### config.mk
export PLATFORM = sky130hd
export DESIGN_NAME = logical_eq_sequencer
export DESIGN_NICKNAME = d
export VERILOG_FILES = /design/src/rtl/logical_eq_sequencer_pkg.sv /design/src/rtl/logical_eq_sequencer_logicaleq.sv /design/src/rtl/logical_eq_sequencer.sv
export SDC_FILE = /design/constraint.sdc
export NUM_CORES = 1
export LEC_CHECK = 0
export ABC_AREA = 1
export CORE_MARGIN = 2
export CORE_UTILIZATION = 49
export DETAILED_ROUTE_END_ITERATION = 8
export PLACE_DENSITY = 0.8
export SYNTH_ARGS = -nofsm -noshare
export SYNTH_HDL_FRONTEND = slang
export SYNTH_SLANG_ARGS = --single-unit
### constraint.sdc
create_clock -name clk -period 1.9 [get_ports clk]
set_clock_uncertainty 0.15 [all_clocks]
set_input_delay 0.38 -clock clk [delete_from_list [all_inputs] [get_ports clk]]
set_output_delay 0.38 -clock clk [all_outputs]
set_load 0.1 [all_outputs]
### src/rtl/logical_eq_sequencer_pkg.sv
// Shared types for the multi-word equality sequencer: the control state
// enumeration and its encoding.
package logical_eq_sequencer_pkg;

    localparam int unsigned STATE_W = 2;

    localparam logic [STATE_W-1:0] ST_IDLE_ENC = 2'd0;
    localparam logic [STATE_W-1:0] ST_RUN_ENC  = 2'd1;
    localparam logic [STATE_W-1:0] ST_DONE_ENC = 2'd2;

    typedef enum logic [STATE_W-1:0] {
        ST_IDLE = ST_IDLE_ENC,
        ST_RUN  = ST_RUN_ENC,
        ST_DONE = ST_DONE_ENC
    } state_t;

endpackage : logical_eq_sequencer_pkg

### src/rtl/logical_eq_sequencer_logicaleq.sv
// N-bit combinational equality comparator with selectable implementation
// style; all styles produce the same function eq = (a == b).
module LogicalEQ #(
    parameter string MODEL = "Structural",
    parameter int    N     = 8
) (
    input  logic [N-1:0] a,
    input  logic [N-1:0] b,
    output logic         eq
);

    if (MODEL == "Structural") begin : g_structural
        logic [N-1:0] bit_eq_s;
        logic [N:0]   chain_s;

        assign chain_s[0] = 1'b1;
        for (genvar i = 0; i < N; i++) begin : g_bit
            assign bit_eq_s[i]  = ~(a[i] ^ b[i]);
            assign chain_s[i+1] = chain_s[i] & bit_eq_s[i];
        end
        assign eq = chain_s[N];
    end else if (MODEL == "Behavioral") begin : g_behavioral
        logic eq_s;

        // Whole-word compare.
        always_comb begin
            eq_s = 1'b0;
            if (a == b) begin
                eq_s = 1'b1;
            end else begin
                eq_s = 1'b0;
            end
        end
        assign eq = eq_s;
    end else begin : g_dataflow
        // "DataFlow" and any unrecognised name use the reduction form.
        assign eq = ~|(a ^ b);
    end

endmodule : LogicalEQ

### src/rtl/logical_eq_sequencer.sv
// Streams a counted sequence of operand word pairs through one shared
// comparator and returns overall equality plus the first mismatching index.
module logical_eq_sequencer
    import logical_eq_sequencer_pkg::*;
#(
    parameter string MODEL = "Structural",
    parameter int    N     = 8,
    parameter int    LEN_W = 8
) (
    input  logic             clk,
    input  logic             rst_n,
    input  logic             start_valid,
    output logic             start_ready,
    input  logic [LEN_W-1:0] start_len,
    input  logic             op_valid,
    output logic             op_ready,
    input  logic [N-1:0]     op_a,
    input  logic [N-1:0]     op_b,
    output logic             res_valid,
    input  logic             res_ready,
    output logic             res_eq,
    output logic [LEN_W-1:0] res_idx
);

    localparam logic [LEN_W-1:0] LEN_ZERO = {LEN_W{1'b0}};
    localparam logic [LEN_W-1:0] LEN_ONE  = {{(LEN_W-1){1'b0}}, 1'b1};

    state_t           state_r;
    state_t           state_nxt_s;
    logic [LEN_W-1:0] len_r;
    logic [LEN_W-1:0] cnt_r;
    logic [LEN_W-1:0] res_idx_r;
    logic             mis_r;

    logic             word_eq_s;
    logic             start_hs_s;
    logic             op_hs_s;
    logic             res_hs_s;
    logic             last_word_s;
    logic             zero_len_s;

    LogicalEQ #(
        .MODEL (MODEL),
        .N     (N)
    ) u_LogicalEQ (
        .a  (op_a),
        .b  (op_b),
        .eq (word_eq_s)
    );

    // Handshakes only use state-decoded readies, so there is no input-to-ready path.
    assign start_hs_s  = start_valid & start_ready;
    assign op_hs_s     = op_valid & op_ready;
    assign res_hs_s    = res_valid & res_ready;
    assign last_word_s = (cnt_r == (len_r - LEN_ONE));
    assign zero_len_s  = (start_len == LEN_ZERO);

    // State register.
    always_ff @(posedge clk or negedge rst_n) begin
        if (!rst_n) begin
            state_r <= ST_IDLE;
        end else begin
            state_r <= state_nxt_s;
        end
    end

    // Next-state decode.
    always_comb begin
        state_nxt_s = state_r;
        case (state_r)
            ST_IDLE: begin
                if (start_hs_s) begin
                    if (zero_len_s) begin
                        state_nxt_s = ST_DONE;
                    end else begin
                        state_nxt_s = ST_RUN;
                    end
                end else begin
                    state_nxt_s = ST_IDLE;
                end
            end
            ST_RUN: begin
                if (op_hs_s && last_word_s) begin
                    state_nxt_s = ST_DONE;
                end else begin
                    state_nxt_s = ST_RUN;
                end
            end
            ST_DONE: begin
                if (res_hs_s) begin
                    state_nxt_s = ST_IDLE;
                end else begin
                    state_nxt_s = ST_DONE;
                end
            end
            default: begin
                state_nxt_s = ST_IDLE;
            end
        endcase
    end

    // Channel strobes decoded from the registered state only.
    always_comb begin
        start_ready = 1'b0;
        op_ready    = 1'b0;
        res_valid   = 1'b0;
        case (state_r)
            ST_IDLE: begin
                start_ready = 1'b1;
            end
            ST_RUN: begin
                op_ready = 1'b1;
            end
            ST_DONE: begin
                res_valid = 1'b1;
            end
            default: begin
                start_ready = 1'b0;
                op_ready    = 1'b0;
                res_valid   = 1'b0;
            end
        endcase
    end

    // Length, word counter, mismatch flag and first-mismatch index.
    always_ff @(posedge clk or negedge rst_n) begin
        if (!rst_n) begin
            len_r     <= LEN_ZERO;
            cnt_r     <= LEN_ZERO;
            mis_r     <= 1'b0;
            res_idx_r <= LEN_ZERO;
        end else if (start_hs_s) begin
            len_r     <= start_len;
            cnt_r     <= LEN_ZERO;
            mis_r     <= 1'b0;
            res_idx_r <= LEN_ZERO;
        end else if (op_hs_s) begin
            // Every word is consumed even after a mismatch; only the first one is recorded.
            cnt_r <= cnt_r + LEN_ONE;
            if (!word_eq_s && !mis_r) begin
                mis_r     <= 1'b1;
                res_idx_r <= cnt_r;
            end else begin
                mis_r     <= mis_r;
                res_idx_r <= res_idx_r;
            end
        end else begin
            len_r     <= len_r;
            cnt_r     <= cnt_r;
            mis_r     <= mis_r;
            res_idx_r <= res_idx_r;
        end
    end

    assign res_eq  = ~mis_r;
    assign res_idx = res_idx_r;

endmodule : logical_eq_sequencer

==> metrics <==
vias per cell 4.95; layout cell share with drive strength beyond 1 0.206; top cell type's share of synthesized area 0.418; post-layout min period 1.81 ns; ranking of synthesized cells by area dfrtp_1, nand2_1, inv_1; CTS tree done; RSZ-0062 raised after global routing no; Buffers on Ports 40; synth-to-layout area growth 43.4%; cell count after synthesis 207; total gr overflow 0; Max Slew Vio Count 0; NumNets Final 289; core area 3100 um2; clk sinks 27; count of different cell masters after synthesis 28; final design utilization 0.746; final hold violation count 0; largest net degree at the start of global routing 28; drt initial violations ~120; RD Place Congestion 0.864; Syn Area/Cell 7.80 um2; area leader, netlist dfrtp_1; Worst setup SP type flop; Post-synth EDFFs 0; DRC 0; most common cell in the netlist nand2_1; post-synthesis register bit count 27; CTS clock-pin slew for the worst setup and hold paths 0.15 ns; vias around 1500; clock buffer depth 2; Worst EP required 1.37 ns; commonest register cell after synthesis dfrtp_1; final-report setup violation count 0; Root Buffer clkbuf_4; Antenna diodes 0; Max Cap Viol 0; reg2reg setup slack around 0.13 ns; relative slew slack 0.765; later-pin clock latency in the skew report 0.34 ns; overall routing resource usage 0.228; Routed WL 3670 um; FF-to-FF Start len_r[1]$_DFFE_PN0P_; Synth Warn # 0; fillers 243; Die ar. 3770 um2; worst-case reg-to-reg path depth 11; crit path kind reg -> out; WHS 0.250 ns; Die W 61.4 um; first-pass GRT wire length 6450 um; actual slew at the worst max-slew pin 0.352 ns; mapped cell area 1620 um2; antenna violations before repair 0; Die Height 61.4 um; worst hold path type in -> async; CP max FO 3; setup ws final 0.0931 ns; f_max 553 MHz; Placement Setup Slack -0.0693 ns; Wirelength per Cell approximately 12 um; Leak 0.00110 uW; # rows 20; reg-to-reg critical path endpoint state_r[0]$_DFF_PN0_; vias in the first global route 1511; sequential cell area fraction in the yosys report 0.418; DP Wirelength 2850 um; area of the multi-input gates 813 um2; largest vdd supply drop 0.00138 V; register area 677 um2; Power Density 1590 nW/um2; status finished clean; number of buffers created by CTS 3; drt first pass iters 4; synth cell count leaders nand2_1, inv_1, dfrtp_1; antenna-violating nets left 0; initial core utilization 0.521; CP Data Arrival Time 1.28 ns; CP endpoint kind output port; period utilization 0.951; Power Total between 3000 and 4000 uW; asr flop ratio synth 1.00; htree depth 1; IO Pins just over 40; Synth Net Count approximately 240
state kept, by name (all words and copies together) (netlist names):
signal,count
len_r,8
res_idx,8
cnt_r,8
state_r,2
mis_r,1
metal layers:
layer  GRT usage  part of all wire  vias up
li1            -                 -      766
met1       0.306              0.44      688
met2       0.388              0.51       31
met3      0.0231             0.030        5
met4      0.0790             0.016        0
met5           0                 0        -
timing repair:
| item | in CTS | in global routing |
|---|---|---|
| hold buffers | 0 | 0 |
| setup endpoints to repair | 0 | 2 |
| gates resized for setup | 0 | 8 |
| buffers inserted | 0 | 1 |
worst max-delay path: stages, from the launching register on:
cell and delay, ns:
dfrtp_1 0.49, inv_1 0.08, nor2_2 0.16, buf_12 0.20
cell type report:
cell class | count | share of cell area
Tap cell | 44 | 0.0238
Timing Repair Buffer | 50 | 0.263
Sequential cell | 27 | 0.292
Inverter | 36 | 0.0589
Clock buffer | 4 | 0.0113
Multi-Input combinational cell | 140 | 0.351
metrics by stage:
stage | std cells | TNS (ns) | instance area [um2]
after floorplan | 207 | -0.202 | 1630
after global placement | 296 | 0 | 2260
after detailed placement | 296 | -0.501 | 2260
after CTS | 300 | 0 | 2280
after global routing | 301 | 0 | 2320
final | 301 | 0 | 2320
kinds of logic after synthesis:
group | share of synthesized area
AND/OR/NAND/NOR | 0.286
XOR/XNOR | 0.0651
AO/OA/AOI/OAI | 0.115
buffers and inverters | 0.0999
flip-flops | 0.418
adder cells (fa/ha/maj) | 0.0155
worst max path at each step:
stage	depth (start not counted)	slack [ns]	from	endpoint
6_report	3	0.09	state_r[1]$_DFF_PN0_	res_valid
5_1_grt	11	0.003	len_r[1]$_DFFE_PN0P_	state_r[0]$_DFF_PN0_
4_1_cts	11	0.05	len_r[1]$_DFFE_PN0P_	state_r[0]$_DFF_PN0_
3_5_place_dp	8	-0.07	op_b[4]	res_idx[7]$_DFFE_PN0P_
3_3_place_gp	8	0.005	op_b[5]	res_idx[1]$_DFFE_PN0P_
2_1_floorplan	9	-0.08	state_r[0]$_DFF_PN0_	cnt_r[6]$_DFFE_PN0P_
cells in the final DEF, fill, tap and decap left out, types with 4 or more instances in the layout:
cell              n
buf_4             9
o21ai_0          15
nand4_1           4
nand3_1          23
buf_12           13
nor2_1           11
nand2_1          35
clkdlybuf4s50_1  28
dfrtp_1          26
inv_1            31
o21ai_1           9
a21oi_1           5
inv_2             4
xor2_1            9
nor2_2            7
report_power, final:
group / switching, uW / leakage, uW / internal, uW
logic: 1440 / 0.000742 / 911
registers: 274 / 0.000342 / 799
clock network: 175 / 0.0000150 / 82.6
total: 1890 / 0.00110 / 1790
Power figures use the tool's default switching activity.
